--- src/rtl/apb_uart_tx.sv ---
// APB-attached UART transmitter: TX FIFO, programmable baud divisor, status register,
// and an 8N1 serializer that sends FIFO bytes LSB first with back-to-back frames.
module apb_uart_tx #(
  parameter int          FIFO_DEPTH  = 8,
  parameter logic [15:0] DEFAULT_DIV = 16'd434
) (
  input  logic        ACLK,
  input  logic        ARESET,
  input  logic        PSEL,
  input  logic        PENABLE,
  input  logic        PWRITE,
  input  logic [31:0] PADDR,
  input  logic [31:0] PWDATA,
  output logic        PREADY,
  output logic [31:0] PRDATA,
  output logic [1:0]  PSLVERR,
  output logic        UART_TXD,
  output logic        TX_IRQ
);

  localparam int PTR_W = $clog2(FIFO_DEPTH);
  localparam int CNT_W = PTR_W + 1;

  typedef enum logic [1:0] {IDLE, START, DATA, STOP} state_t;

  // A divisor of zero would stall the bit timer, so it is clamped to one.
  function automatic logic [15:0] clamp_div(input logic [15:0] d);
    clamp_div = (d == 16'd0) ? 16'd1 : d;
  endfunction

  state_t           state;
  logic [7:0]       mem [FIFO_DEPTH];
  logic [PTR_W-1:0] wr_ptr;
  logic [PTR_W-1:0] rd_ptr;
  logic [CNT_W-1:0] count;
  logic [15:0]      bauddiv;
  logic [15:0]      div_q;
  logic [15:0]      timer;
  logic [2:0]       bit_idx;
  logic [7:0]       shift;

  logic       access;
  logic [1:0] reg_sel;
  logic       empty;
  logic       full;
  logic       busy;
  logic       push;
  logic       pop;
  logic       bit_end;
  logic       unused;

  assign access  = PSEL & PENABLE;
  assign reg_sel = PADDR[3:2];
  assign empty   = (count == '0);
  assign full    = (count == CNT_W'(FIFO_DEPTH));
  assign busy    = (state != IDLE);
  assign bit_end = (timer == div_q - 16'd1);
  assign push    = access & PWRITE & (reg_sel == 2'd0) & ~full;
  assign pop     = ~empty & ((state == IDLE) | ((state == STOP) & bit_end));
  assign unused  = ^{PADDR[31:4], PADDR[1:0], PWDATA[31:16]};

  assign PREADY = access;

  always_comb begin
    PRDATA  = '0;
    PSLVERR = 2'b00;
    if (access) begin
      case (reg_sel)
        2'd0: if (PWRITE && full) PSLVERR = 2'b10;
        2'd1: if (!PWRITE) PRDATA = {23'b0, busy, full, empty, 6'(count)};
        2'd2: if (!PWRITE) PRDATA = {16'b0, bauddiv};
        default: PSLVERR = 2'b10;
      endcase
    end
  end

  // Data path: FIFO storage, frame shift register and per-frame divisor snapshot.
  always_ff @(posedge ACLK) begin
    if (push) mem[wr_ptr] <= PWDATA[7:0];
    if (pop) begin
      shift <= mem[rd_ptr];
      div_q <= bauddiv;
    end else if (bit_end && (state == START || state == DATA)) begin
      shift <= shift >> 1;
    end
  end

  // Control: FIFO pointers, divisor register, serializer FSM and interrupt.
  always_ff @(posedge ACLK) begin
    if (ARESET) begin
      state    <= IDLE;
      UART_TXD <= 1'b1;
      wr_ptr   <= '0;
      rd_ptr   <= '0;
      count    <= '0;
      bauddiv  <= DEFAULT_DIV;
      timer    <= '0;
      bit_idx  <= '0;
      TX_IRQ   <= 1'b1;
    end else begin
      if (push) wr_ptr <= wr_ptr + 1'b1;
      if (pop)  rd_ptr <= rd_ptr + 1'b1;
      count  <= count + CNT_W'(push) - CNT_W'(pop);
      TX_IRQ <= empty & ~busy;
      if (access && PWRITE && reg_sel == 2'd2) bauddiv <= clamp_div(PWDATA[15:0]);

      if (state == IDLE) timer <= '0;
      else               timer <= bit_end ? 16'd0 : timer + 16'd1;

      case (state)
        IDLE: begin
          if (!empty) begin
            state    <= START;
            UART_TXD <= 1'b0;
          end
        end
        START: begin
          if (bit_end) begin
            state    <= DATA;
            bit_idx  <= '0;
            UART_TXD <= shift[0];
          end
        end
        DATA: begin
          if (bit_end) begin
            if (bit_idx == 3'd7) begin
              state    <= STOP;
              UART_TXD <= 1'b1;
            end else begin
              bit_idx  <= bit_idx + 3'd1;
              UART_TXD <= shift[0];
            end
          end
        end
        default: begin
          if (bit_end) begin
            if (!empty) begin
              state    <= START;
              UART_TXD <= 1'b0;
            end else begin
              state <= IDLE;
            end
          end
        end
      endcase
    end
  end

endmodule
--- config.mk ---
export PLATFORM = sky130hd
export DESIGN_NAME = apb_uart_tx
export DESIGN_NICKNAME = d
export VERILOG_FILES = /design/src/rtl/apb_uart_tx.sv
export SDC_FILE = /design/constraint.sdc
export NUM_CORES = 1
export LEC_CHECK = 0
export BUFFER_PORTS_ARGS = -buffer_cell sky130_fd_sc_hd__buf_2
export CORE_ASPECT_RATIO = 1.2
export CORE_MARGIN = 1.5
export CORE_UTILIZATION = 45
export CTS_BUF_LIST = sky130_fd_sc_hd__clkbuf_4 sky130_fd_sc_hd__clkbuf_8 sky130_fd_sc_hd__clkbuf_16
export DETAILED_ROUTE_END_ITERATION = 6
export HOLD_SLACK_MARGIN = 0.1
export PLACE_DENSITY_LB_ADDON = 0.3
export SLEW_MARGIN = 15
export SYNTH_ARGS = -nofsm -noshare
export SYNTH_HDL_FRONTEND = slang
export SYNTH_SLANG_ARGS = --single-unit
--- constraint.sdc ---
create_clock -name ACLK -period 9.94 [get_ports ACLK]
set_input_delay 0 -clock ACLK [delete_from_list [all_inputs] [get_ports ACLK]]
set_output_delay 0 -clock ACLK [all_outputs]
set_load 0.005 [all_outputs]
==> impl_metrics.env <==
export IMPL_dieArea_um2=15300
export IMPL_grt_util_met3_pct=4.53
export IMPL_synth_edff_count=88
export IMPL_min_path_type="input pin to primary output"
export IMPL_power_total_w=0.00187
export IMPL_place_gp_congestion=0.843
export IMPL_slew_violations=0
export IMPL_p_leak_nw=2.78
export IMPL_antenna_found_initial=0
export IMPL_cts_setup_buffers=0
export IMPL_num_rows=48
export IMPL_drc_errors=0
export IMPL_syn_cell_area_um2=6540
export IMPL_crit_required_ns=10.22
export IMPL_rsz0062_at_grt="false"
export IMPL_synthCells=553
export IMPL_path_cells="nor4_1, nand2_1, xnor2_1, a2111oi_0, nand4b_4, o21a_4, nor2_4, ha_1, inv_1, ha_1, a21o_1, a21oi_1, xnor2_1, nor2_1"
export IMPL_clkSinkCount=140
export IMPL_fp_dieH_um=135
export IMPL_ys_seq_elements=140
export IMPL_syn_area_per_cell_um2=11.8
export IMPL_vias=4282
export IMPL_grt_pass1_wl_um=21300
export IMPL_initial_core_util_pct=45.7
export IMPL_max_slew_margin_pct=29.6
export IMPL_final_common_cell="edfxtp_1"
export IMPL_synthFlopType="edfxtp_1"
export IMPL_met1_usage_pct=21.4
export IMPL_via_per_inst=5.35
export IMPL_port_buffers=42
export IMPL_fmax_mhz=205
export IMPL_yosysSeqAreaShare_pct=56.4
export IMPL_setup_viol=0
export IMPL_syn2layout_area_growth_pct=16.3
export IMPL_finalHoldViolations=0
export IMPL_clock_skew_ns=0.00430
export IMPL_status="finished clean"
export IMPL_io_pins=106
export IMPL_use_met2_pct=32.4
export IMPL_insertion_delay_ns=0.42
export IMPL_wl_per_cell_um=16.5
export IMPL_detail_route_iter0_violations=286
export IMPL_ctsHoldBuffers=17
export IMPL_cts_buffers=17
export IMPL_min_delay_start="PENABLE"
export IMPL_track_usage_pct=18.5
export IMPL_grt_pass1_vias=4245
export IMPL_worstPathMaxFanout=24
export IMPL_post_route_period_util_pct=49.0
export IMPL_cts_resized=0
export IMPL_fin_crit_ns=4.87
export IMPL_slowest_delay_ns=0.88
export IMPL_end_kind="register"
export IMPL_fin_cells=800
export IMPL_place_inst=751
export IMPL_clock_root_buffer="clkbuf_16"
export IMPL_ys_warn_count=0
export IMPL_regToRegSetupSlack_ns=5.07
export IMPL_arrival_ns=5.16
export IMPL_drt_pass1_iterations=4
export IMPL_ant_nets=0
export IMPL_n_antenna_cell=0
export IMPL_cap_violations=0
export IMPL_worstSetupPathType="register to register"
export IMPL_reg2reg_from="div_q[2]"
export IMPL_htree_levels=4
export IMPL_post_synth_num_cell_types=56
export IMPL_layout_drive_gt1_share_pct=18.9
export IMPL_crit_family="simple AND/OR/NAND/NOR gates"
export IMPL_async_flop_share_pct=0
export IMPL_grt_overflow_total=0
export IMPL_top_usage_layer="met2"
export IMPL_clk_pin_slew_worst_paths_ns=0.06
export IMPL_fin_nets=701
export IMPL_max_slew_worst_pin_slew_ns=1.03
export IMPL_utilization_pct=53.2
export IMPL_cp_start_kind="register"
export IMPL_critPathBufInv=1
export IMPL_pwr_density_cell_nw_per_um2=246
export IMPL_coreArea_um2=14300
export IMPL_critPathLaunch="div_q[2]"
export IMPL_cts_tree="done"
export IMPL_ir_worst_vdd_mv=0.134
export IMPL_die_width_um=113
export IMPL_setup_tns_ns=0
export IMPL_grt_max_degree=36
export IMPL_cts_max_path_buffers=2
export IMPL_dp_hpwl_um=9230
export IMPL_routed_wl_um=13200
export IMPL_cp_slowest_cell="a2111oi_0"
export IMPL_final_cell_mix="edfxtp_1, nand2_1, dfxtp_1"
-- registers in the layout, indices dropped and copies added (netlist names), named ones only --
register	cells
mem	64
bauddiv	16
div_q	16
timer	16
shift	8
count	4
bit_idx	3
rd_ptr	3
wr_ptr	3
state	2
TX_IRQ	1
UART_TXD	1
-- report_power, final --
part	total [W]	internal [W]	switching [W]
registers	0.000804	0.000719	0.0000851
logic	0.000446	0.000214	0.000232
clock network	0.000621	0.000377	0.000244
total	0.00187	0.00131	0.000561
-- stage by stage --
step | hold slack, ns | area [um2] | setup WS (ns)
after floorplan | 0.0989 | 6600 | 5.99
after global placement | 0.254 | 6840 | 5.24
after detailed placement | 0.252 | 6840 | 5.09
after CTS | 0.313 | 7600 | 5.09
after global routing | 0.355 | 7600 | 4.80
final | 0.309 | 7600 | 5.07
-- cell usage after synthesis (12+ instances only) --
| master | count | area share, % |
|---|---|---|
| edfxtp_1 | 88 | 40 |
| mux4_2 | 16 | 5.5 |
| o21ai_0 | 13 | 1.0 |
| clkbuf_1 | 18 | 1.0 |
| a21oi_1 | 23 | 1.8 |
| nand2_1 | 54 | 3.1 |
| mux2_2 | 14 | 2.4 |
| nor3_1 | 12 | 0.92 |
| nand3_1 | 16 | 1.2 |
| nor2_1 | 49 | 2.8 |
| xor2_1 | 19 | 2.5 |
| inv_1 | 19 | 1.1 |
| ha_1 | 19 | 3.6 |
| xnor2_1 | 15 | 2.0 |
| buf_4 | 17 | 2.0 |
| dfxtp_1 | 52 | 16 |
-- cells by family (layout without fill, tap and decap cells) --
family          after synthesis  after routing  synth area share (%)
flops                       140            140                  56.4
buf+inv                      59            115                  4.50
other cells                   1             17                0.0574
fa+ha+maj                    20             20                  3.94
xor+xnor                     34             34                  4.56
simple gates                195            195                  15.1
compound gates               70             70                  6.99
mux                          34             34                  8.54
-- tightest hold or removal path, delay by kind of cell --
family | cells | cell delay (ns)
buffers and inverters | 3 | 0.23
and+or+nand+nor | 1 | 0.07
-- final timing paths --
| check | to | cells past startpoint |
|---|---|---|
| setup / recovery | count[3] | 14 |
| hold / removal | PREADY | 4 |
| setup reg to reg | count[3] | 14 |
| hold reg to reg | div_q[5] | 0 |
-- area by class of cell --
class,count,area [um2]
fill,1216,6690
sequential,140,3680
multi-input combinational,370,2620
clock buffer,20,483
timing repair buffer,64,418
tap,175,219
clock inverter,12,110
inverter,19,71.3
-- per-layer routing --
layer  up-vias  share of wire [%]
met5         -                  0
met4         0                1.8
met3        23                3.2
met2        84                 52
met1      2084                 43
li1       2091                  -
Note: power is estimated with default switching activity, not from simulation.
